<file path="src/rtl/arm_imm_encoder.sv">
// arm_imm_encoder
//   Finds an ARM rotated-immediate encoding {Rot4, Imm8} for a 32-bit constant
//   such that Const == ROR(Imm8, 2*Rot4). The search tries one rotation per
//   cycle, smallest Rot4 first. Valid/ready handshakes are used on both the
//   request side and the result side.
module arm_imm_encoder #(
  parameter int MAX_ROT = 15
) (
  input  logic        CLK,
  input  logic        RESET_N,
  input  logic        InValid,
  output logic        InReady,
  input  logic [31:0] Const,
  output logic        OutValid,
  input  logic        OutReady,
  output logic        Found,
  output logic [3:0]  Rot4,
  output logic [7:0]  Imm8,
  output logic [11:0] Enc12
);

  typedef enum logic [1:0] {
    S_IDLE   = 2'd0,
    S_SEARCH = 2'd1,
    S_DONE   = 2'd2
  } state_t;

  // The counter is 4 bits wide, so it can never step past the last rotation.
  localparam logic [3:0] LAST_ROT = 4'(MAX_ROT);

  state_t      r_state;
  logic [3:0]  r_cnt;
  logic [31:0] r_const;
  logic        r_in_ready;
  logic        r_out_valid;
  logic        r_found;
  logic [3:0]  r_rot4;
  logic [7:0]  r_imm8;

  logic [4:0]  w_shamt;
  logic [31:0] w_rot;

  // Rotate a 32-bit word left. Taking the upper half of the doubled word
  // avoids any out-of-range shift when the amount is zero.
  function automatic logic [31:0] rol32(input logic [31:0] v, input logic [4:0] sh);
    logic [63:0] w;
    w = {v, v} << sh;
    return w[63:32];
  endfunction

  // Undo the candidate rotation: if the result fits in 8 bits, that is Imm8.
  assign w_shamt = {r_cnt, 1'b0};
  assign w_rot   = rol32(r_const, w_shamt);

  // Search FSM with registered handshake and result outputs.
  always_ff @(posedge CLK or negedge RESET_N) begin
    if (!RESET_N) begin
      r_state     <= S_IDLE;
      r_cnt       <= 4'd0;
      r_const     <= 32'd0;
      r_in_ready  <= 1'b1;
      r_out_valid <= 1'b0;
      r_found     <= 1'b0;
      r_rot4      <= 4'd0;
      r_imm8      <= 8'd0;
    end else begin
      case (r_state)
        S_IDLE: begin
          if (InValid) begin
            r_const    <= Const;
            r_cnt      <= 4'd0;
            r_in_ready <= 1'b0;
            r_state    <= S_SEARCH;
          end
        end
        S_SEARCH: begin
          if (w_rot[31:8] == 24'd0) begin
            r_found     <= 1'b1;
            r_rot4      <= r_cnt;
            r_imm8      <= w_rot[7:0];
            r_out_valid <= 1'b1;
            r_state     <= S_DONE;
          end else if (r_cnt == LAST_ROT) begin
            r_found     <= 1'b0;
            r_rot4      <= 4'd0;
            r_imm8      <= 8'd0;
            r_out_valid <= 1'b1;
            r_state     <= S_DONE;
          end else begin
            r_cnt <= r_cnt + 4'd1;
          end
        end
        S_DONE: begin
          // Returning to IDLE first guarantees no same-cycle turnaround.
          if (OutReady) begin
            r_out_valid <= 1'b0;
            r_in_ready  <= 1'b1;
            r_state     <= S_IDLE;
          end
        end
        default: begin
          r_out_valid <= 1'b0;
          r_in_ready  <= 1'b1;
          r_state     <= S_IDLE;
        end
      endcase
    end
  end

  assign InReady  = r_in_ready;
  assign OutValid = r_out_valid;
  assign Found    = r_found;
  assign Rot4     = r_rot4;
  assign Imm8     = r_imm8;
  assign Enc12    = {r_rot4, r_imm8};

endmodule

</file>
<file path="config.mk">
export PLATFORM = sky130hd
export DESIGN_NAME = arm_imm_encoder
export DESIGN_NICKNAME = d
export VERILOG_FILES = /design/src/rtl/arm_imm_encoder.sv
export SDC_FILE = /design/constraint.sdc
export NUM_CORES = 1
export LEC_CHECK = 0
export BUFFER_PORTS_ARGS = -buffer_cell sky130_fd_sc_hd__buf_2
export CORE_AREA = 2 2 101 103
export CTS_CLUSTER_DIAMETER = 120
export DETAILED_ROUTE_END_ITERATION = 6
export DIE_AREA = 0 0 103 105
export PLACE_DENSITY_LB_ADDON = 0.1
export SLEW_MARGIN = 20
export SYNTH_ARGS = -nofsm -noshare
export SYNTH_HDL_FRONTEND = slang
export SYNTH_SLANG_ARGS = --single-unit
</file>
<file path="constraint.sdc">
create_clock -name CLK -period 6.4 [get_ports CLK]
set_clock_uncertainty 0.05 [all_clocks]
set_input_delay 1.28 -clock CLK [delete_from_list [all_inputs] [get_ports CLK]]
set_output_delay 1.28 -clock CLK [all_outputs]
set_load 0.02 [all_outputs]
</file>
Word-level counts from Yosys, hierarchy flattened. Cells that the tools add are included.

Register bits: 53. Bits of input ports: 36. Output and inout bits: 27. Word-level logic and storage cells: 52.

$add $sub $neg: 1. Equal/unequal tests: 8. Shift-type cells: 1. Muxes and demuxes: 22. Bitwise logic cells: 2. Reduce and logical (&&, ||, !) cells: 10.

Operators with widths (count): 64-bit by 5-bit left shift with 64-bit output (1); 24-bit logical NOT (1); 4-bit two-way mux (5); 8-bit two-way mux (2); 3-bit AND reduction (3); 2-bit two-way mux (4); 2-bit != test (second input constant) (4); 4-bit case mux with 2 select lines (1); 1-bit two-way mux (7); 1-bit case mux with 3 select lines (2); 2-bit case mux with 3 select lines (1); 4-bit by 1-bit adder with 4-bit output (second input constant) (1); 4-bit equality test (second input constant) (1); 2-bit AND reduction (2); 4-bit AND reduction (1); 2-bit nonzero test (2); 3-bit != test (second input constant) (1); 2-bit by 1-bit equality test with 1-bit output (second input constant) (1); 2-bit equality test (second input constant) (1); 2-bit logical NOT (1); 1-bit NOT (2).

Longest topological paths before layout. Gate-level depths: netlist of the first run.

Word-level depth: 4. Mapped depth: 12. Depth with buffers taken out: 7.

Worst setup path before layout of the first run. OpenSTA, ideal clock, no wires.

Path kind: flip-flop to flip-flop. From: reg r_cnt[0]. To: reg r_rot4[1], in the netlist Rot4[1]. Setup time: 148 ps. Arrival: 2500 ps. Required time: 6202 ps. Slack: 3701 ps. Stages on the path, launching flop included: 11. Clock period less this slack: 2699 ps. Path through: dfrtp_1 > buf_6 > buf_6 > mux4_2 > mux2i_1 > and4_1 > o211ai_1 > a221oi_4 > nand2_4 > buf_6 > mux2i_1.

Cells in the longest elaborated chain, start to end: 4.

Ends and longest elaborated chain: start, declared (line 32) `logic [3:0] r_cnt;`; start signal, assigned (line 90) `r_cnt <= r_cnt + 4'd1;`; 64-bit by 5-bit left shift with 64-bit output (line 47) `w = {v, v} << sh;`; 24-bit logical NOT (line 77) `if (w_rot[31:8] == 24'd0) begin`; 2-bit nonzero test (no line); 2-bit AND reduction (no line); end signal, assigned (line 79) `r_rot4 <= r_cnt;`; end, declared (line 37) `logic [3:0] r_rot4;`.

Parallel ways exist; a longest one is shown, timed or not. A chain may end at the register's enable or synchronous reset.

Worst setup path after layout of the first run.
From: reg r_cnt[0]. To: reg r_imm8[7], in the netlist Imm8[7].

Cells in the longest elaborated chain, start to end: 4.

Ends and longest elaborated chain: 64-bit by 5-bit left shift with 64-bit output (line 47); 24-bit logical NOT (line 77); 2-bit nonzero test (no line); 2-bit AND reduction (no line); end signal, assigned (line 80) `r_imm8 <= w_rot[7:0];`; end, declared (line 38) `logic [7:0] r_imm8;`.

Parallel ways exist; a longest one is shown, timed or not.

==> results.sh, run 1 <==
export IMPL_drc_errors=0
export IMPL_rsz0062_at_grt="no"
export IMPL_antenna_cells=0
export IMPL_endpoint_kind="flip-flop"
export IMPL_ys_flop_type="dfrtp_1"
export IMPL_clock_sinks=53
export IMPL_cts_buffer_depth=2
export IMPL_num_vias=2813
export IMPL_dieWidth_um=103
export IMPL_r2r_slack_ns=2.57
export IMPL_synth_seq_cells=53
export IMPL_syn_inst=324
export IMPL_grt_max_degree=54
export IMPL_r2r_start="r_cnt[0]"
export IMPL_peakVddDrop_v=0.0002040
export IMPL_num_io_pins=63
export IMPL_ys_types=46
export IMPL_place_gp_congestion=0.9485
export IMPL_crit_end="Imm8[7]"
export IMPL_critPathRequiredTime_ns=6.55
export IMPL_grt_ovfl_total=0
export IMPL_io_buffer_count=62
export IMPL_power_per_cell_area_nw_per_um2=521.7
export IMPL_worst_pin_slew_ns=0.8628
export IMPL_drive_above_1_share_pct=40.66
export IMPL_cts_buffers=5
export IMPL_drt_pass1_iterations=6
export IMPL_insertion_delay_ns=0.31
export IMPL_crit_fanout=50
export IMPL_status="finished, final reports clean"
export IMPL_power_switching_mw=0.9482
export IMPL_hold_path_class="flip-flop to flip-flop"
export IMPL_synth_edff_count=0
export IMPL_cts_tree="done"
export IMPL_p_int_mw=1.190
export IMPL_swShare_pct=44.36
export IMPL_setup_violations=0
export IMPL_start_util_pct=38.62
export IMPL_fin_nets=400
export IMPL_tns_ns=0
export IMPL_power_leakage_nw=1.899
export IMPL_die_area_sq_um=10820
export IMPL_startpoint_type="flip-flop"
export IMPL_cap_violations=0
export IMPL_drtIter0Drc=256
export IMPL_row_count=36
export IMPL_seq_power_share_pct=35.0
export IMPL_via_per_inst=5.660
export IMPL_yosysWarnings=0
export IMPL_clkPwrFrac_pct=8.8
export IMPL_clockRootBuffer="clkbuf_8"
export IMPL_grt_pass1_vias=2691
export IMPL_hpwl_um=6589
export IMPL_synthToLayoutAreaGrowth_pct=10.08
export IMPL_arrival_ns=3.97
export IMPL_grtUsageTotal_pct=17.64
export IMPL_cts_resized=0
export IMPL_power_frac_comb_pct=56.2
export IMPL_chipHeight_um=105
export IMPL_fin_hold_ws_ns=0.4316
export IMPL_cts_setup_buffers=0
export IMPL_synth_area_sq_um=3722
export IMPL_period_minus_slack_ns=3.825
export IMPL_antenna_found_initial=0
export IMPL_core_area_sq_um=9639
export IMPL_htree_num_levels=2
export IMPL_worstReg2RegEnd="Imm8[7]"
export IMPL_synth_seq_area_share_pct=35.66
export IMPL_ant_nets=0
export IMPL_setup_worst_path_class="flip-flop to flip-flop"
export IMPL_rr_worst_depth=8
export IMPL_hold_violations=0
export IMPL_postSynthAreaPerCell_sq_um=11.49
export IMPL_grt_pass1_wl_um=14860
export IMPL_cp_startpoint="r_cnt[0]"
export IMPL_fmax_mhz=261.4
export IMPL_slew_violations=0
export IMPL_totalWireLength_um=9104
export IMPL_wire_per_inst_um=18.32
export IMPL_hold_buffers=0
export IMPL_syn_nets=361
export IMPL_period_share_pct=59.77
export IMPL_n_fill_cell=963
export IMPL_async_flop_share_pct=100.0
export IMPL_cts_reportedPaths_clkPinSlew_ns=0.10
export IMPL_slew_headroom_pct=42.48
==> cells by family after synthesis <==
| logic type | count (synthesis) | synth area share (%) |
|---|---|---|
| DFF | 53 | 35.66 |
| adders and majority gates | 1 | 0.3361 |
| and+or+nand+nor | 89 | 12.30 |
| muxes | 95 | 35.63 |
| buffers and inverters | 41 | 6.621 |
| AOI/OAI and AO/OA | 45 | 9.446 |
==> critical path, stage by stage, from the launching register on <==
cell	delay, ns
dfrtp_2	0.70
buf_4	0.59
mux4_2	0.59
mux2_2	0.29
and4bb_1	0.27
o211ai_1	0.13
a221oi_4	0.50
nand2_4	0.24
a31o_2	0.30
==> per-stage QoR <==
stage	worst slack [ns]	area [sq um]	util [%]	cells	total power, mW
floorplan	3.701	3722	-	324	1.662
global placement	2.627	4015	41.65	489	1.949
detailed placement	2.583	4015	41.65	489	1.955
CTS	2.563	4098	42.51	497	2.152
global route	2.310	4098	42.51	497	2.308
finish	2.575	4098	42.51	497	2.138
==> synth_stat cells, drive strengths merged, types with 6 or more instances <==
library cell / instances / share of area, %
a21oi: 11 / 1.5
nor2b: 7 / 1.2
o21ai: 6 / 0.81
mux2: 40 / 12
mux4: 26 / 16
dfrtp: 52 / 35
nor3: 17 / 2.3
nor2: 23 / 2.3
buf: 26 / 5.1
inv: 6 / 0.60
mux2i: 29 / 7.8
nand2: 18 / 2.0
clkbuf: 8 / 0.81
nor3b: 9 / 1.8
==> how the worst min path moves through the flow <==
stage | start | slack, ns | to | cells after the start
finish | Found | 0.43 | Found | 2
global route | Found | 0.47 | Found | 2
CTS | Found | 0.44 | Found | 2
detailed placement | Found | 0.42 | Found | 2
global placement | Found | 0.41 | Found | 2
floorplan | r_const[8] | 0.49 | r_const[8] | 1
==> cell usage in the layout (no fill, tap or decap), types with 2 or more instances in the layout <==
cell,Yosys,layout
o221ai_1,2,2
mux2_1,2,2
nand2_1,17,17
nor2b_1,7,7
mux2i_1,29,29
mux2_2,38,38
nor2_1,23,23
a2111oi_0,4,4
o21ai_0,6,6
nand3_1,4,4
dfrtp_1,52,51
clkbuf_8,0,5
clkinv_2,0,2
mux4_2,26,26
and3_1,4,4
buf_2,5,62
inv_1,6,6
nand4_1,3,3
buf_4,13,4
a21oi_1,11,11
o211ai_1,4,4
o41ai_1,2,2
nor3b_1,9,8
nor3_1,17,17
a31o_2,4,4
==> power by group through the flow <==
| stage | sequential (mW) | clock (mW) | combinational, mW |
|---|---|---|---|
| finish | 0.749 | 0.187 | 1.20 |
| global route | 0.783 | 0.210 | 1.32 |
| global placement | 0.758 | 0 | 1.19 |
| CTS | 0.752 | 0.198 | 1.20 |
| floorplan | 0.604 | 0 | 1.06 |
| detailed placement | 0.759 | 0 | 1.20 |
==> layout make-up <==
type | count | area [sq um] | share of cell area, %
Inverter | 7 | 26.28 | 0.6412
Tap cell | 133 | 166.4 | 4.061
Clock buffer | 6 | 72.57 | 1.771
Clock inverter | 2 | 10.01 | 0.2443
Multi-Input combinational cell | 230 | 2153 | 52.55
Timing Repair Buffer | 66 | 340.3 | 8.305
Sequential cell | 53 | 1329 | 32.43
==> per-layer routing <==
layer	up-vias	part of all wire (%)	GRT usage (%)	wire, um
li1	1307	-	-	-
met1	1396	45	26.52	4116
met2	96	48	26.44	4343
met3	14	5.4	2.475	492
met4	0	1.7	4.793	152
met5	-	0	0	0
==> sequential cells by signal, summed over array words and instances (netlist names) <==
register,flops
r_cnt,4
r_const,32
Imm8,8
OutValid,1
Found,1
r_state,2
InReady,1
Rot4,4
(Power assumes the default switching activity.)
==> inputs of run 2 (changes only) <==
==> constraint.sdc (replaced) <==
create_clock -name CLK -period 3.4 [get_ports CLK]
set_clock_uncertainty 0.05 [all_clocks]
set_input_delay 0.68 -clock CLK [delete_from_list [all_inputs] [get_ports CLK]]
set_output_delay 0.68 -clock CLK [all_outputs]
set_load 0.02 [all_outputs]
==> run 2 against run 1 <==
Combinational power grew 110%. Clock power grew 100%. Total power grew 97%. Worst setup slack lost 2.4 ns. Via count grew 2.4%. Global-route usage grew 0.56 points. Final cell count grew 3.6%. Largest power group unchanged. Cell area grew 3.8%.
==> results.sh, run 2 (synthesis gave the netlist of run 1 again) <==
export IMPL_cts_reportedPaths_clkPinSlew_ns=0.10
export IMPL_cts_resized=0
export IMPL_cts_buffer_depth=2
export IMPL_grt_pass1_wl_um=15400
export IMPL_cp_startpoint="r_cnt[0]"
export IMPL_via_per_inst=5.594
export IMPL_largest_reg_flops=32
export IMPL_power_switching_mw=1.850
export IMPL_slowest_stage="dfrtp_2"
export IMPL_grt_max_degree=33
export IMPL_grt_ovfl_total=0
export IMPL_totalWireLength_um=9440
export IMPL_r2r_start="r_cnt[0]"
export IMPL_cts_buffers=5
export IMPL_insertion_delay_ns=0.31
export IMPL_place_gp_congestion=0.9442
export IMPL_synthToLayoutAreaGrowth_pct=14.25
export IMPL_num_io_pins=63
export IMPL_chipHeight_um=105
export IMPL_rsz0062_at_grt="no"
export IMPL_io_buffer_count=62
export IMPL_cts_tree="done"
export IMPL_drc_errors=0
export IMPL_ant_nets=0
export IMPL_top_register="r_const"
export IMPL_n_fill_cell=966
export IMPL_fmax_mhz=311.3
export IMPL_setup_violations=0
export IMPL_fin_nets=418
export IMPL_drive_above_1_share_pct=43.19
export IMPL_seq_power_share_pct=32.5
export IMPL_status="finished, final reports clean"
export IMPL_grt_most_used_layer="met2"
export IMPL_period_share_pct=94.49
export IMPL_drt_pass1_iterations=4
export IMPL_power_per_cell_area_nw_per_um2=989.4
export IMPL_grtUsageTotal_pct=18.20
export IMPL_hold_buffers=0
export IMPL_htree_num_levels=2
export IMPL_grt_met2_usage_pct=29.17
export IMPL_endpoint_kind="flip-flop"
export IMPL_p_int_mw=2.357
export IMPL_hold_path_class="input pin to async pin"
export IMPL_startpoint_type="flip-flop"
export IMPL_num_vias=2881
export IMPL_start_util_pct=38.62
export IMPL_power_mw=4.208
export IMPL_antenna_cells=0
export IMPL_mostFrequentLayoutCells="62 x buf_2, 51 x dfrtp_1, 38 x mux2_2"
export IMPL_period_minus_slack_ns=3.213
export IMPL_slew_headroom_pct=55.84
export IMPL_peakVddDrop_v=0.0003569
export IMPL_grtUsageMet3_pct=2.609
export IMPL_clockRootBuffer="clkbuf_8"
export IMPL_cpPeakStageDelay_ns=0.65
export IMPL_cap_violations=0
export IMPL_critPathRequiredTime_ns=3.55
export IMPL_swShare_pct=43.97
export IMPL_clkPwrFrac_pct=8.9
export IMPL_antenna_found_initial=0
export IMPL_power_frac_comb_pct=58.6
export IMPL_dieWidth_um=103
export IMPL_crit_fanout=18
export IMPL_tns_ns=0
export IMPL_postLayoutCoreUtil_pct=44.12
export IMPL_clock_sinks=53
export IMPL_hold_violations=0
export IMPL_slew_violations=0
export IMPL_wire_per_inst_um=18.33
export IMPL_final_common_cell="buf_2"
export IMPL_cts_setup_buffers=0
export IMPL_hpwl_um=7202
export IMPL_power_leakage_nw=1.991
export IMPL_grtUsageMet1_pct=26.19
export IMPL_row_count=36
export IMPL_die_area_sq_um=10820
export IMPL_path_buf_inv=2
export IMPL_arrival_ns=3.36
export IMPL_worst_pin_slew_ns=0.6625
export IMPL_crit_family="multiplexers"
export IMPL_setup_worst_path_class="flip-flop to flip-flop"
export IMPL_cp_cell_sequence="buf_4 -> mux4_2 -> mux2i_1 -> and4_1 -> o211ai_1 -> a221oi_4 -> nand2_4 -> buf_4 -> mux2i_1"
export IMPL_drtIter0Drc=218
export IMPL_grt_pass1_vias=2840
export IMPL_core_area_sq_um=9639
run 2: cell count changes in the layout (fill, tap and decap cells not counted), sizes merged:
cell,previous run,this run
buf,66,84
clkbuf,6,8
clkinv,3,1
run 2: metal layers:
metal / up-vias / routed length (um)
met2: 84 / 4650
met4: 0 / 55
met3: 4 / 458
met5: - / 0
met1: 1453 / 4277
li1: 1340 / -
run 2: power groups by stage:
| stage | logic, mW | clock network, mW | registers [mW] |
|---|---|---|---|
| 2_1_floorplan | 1.99 | 0 | 1.14 |
| 3_3_place_gp | 2.44 | 0 | 1.38 |
| 3_5_place_dp | 2.45 | 0 | 1.38 |
| 4_1_cts | 2.46 | 0.391 | 1.37 |
| 5_1_grt | 2.65 | 0.416 | 1.42 |
| 6_report | 2.47 | 0.374 | 1.37 |
run 2: worst paths after layout:
| kind | to | depth (start not counted) | slack [ns] |
|---|---|---|---|
| hold / removal | OutValid | 1 | 0.34 |
| hold reg to reg | Found | 2 | 0.43 |
| max in group asynchronous | r_const[27] | 2 | 2.18 |
| setup reg to reg | Rot4[2] | 9 | 0.19 |
| setup / recovery | Rot4[2] | 9 | 0.19 |
| min in group CLK | Found | 2 | 0.43 |
run 2: area by class of cell:
cell class / count / area, sq um / share of cell area [%]
Clock buffer: 8 / 90.09 / 2.118
Inverter: 7 / 26.28 / 0.6178
Multi-Input combinational cell: 230 / 2153 / 50.63
Sequential cell: 53 / 1329 / 31.24
Tap cell: 133 / 166.4 / 3.913
Timing Repair Buffer: 84 / 488.0 / 11.47
run 2: per-stage QoR:
stage / hold slack (ns) / std cells / worst slack (ns) / area [sq um]
global route: 0.3890 / 515 / 0.03048 / 4253
finish: 0.3413 / 515 / 0.1873 / 4253
detailed placement: 0.4249 / 507 / 0.1843 / 4163
CTS: 0.3648 / 515 / 0.1676 / 4253
floorplan: 0.3344 / 324 / 0.7014 / 3722
global placement: 0.4249 / 507 / 0.1917 / 4163
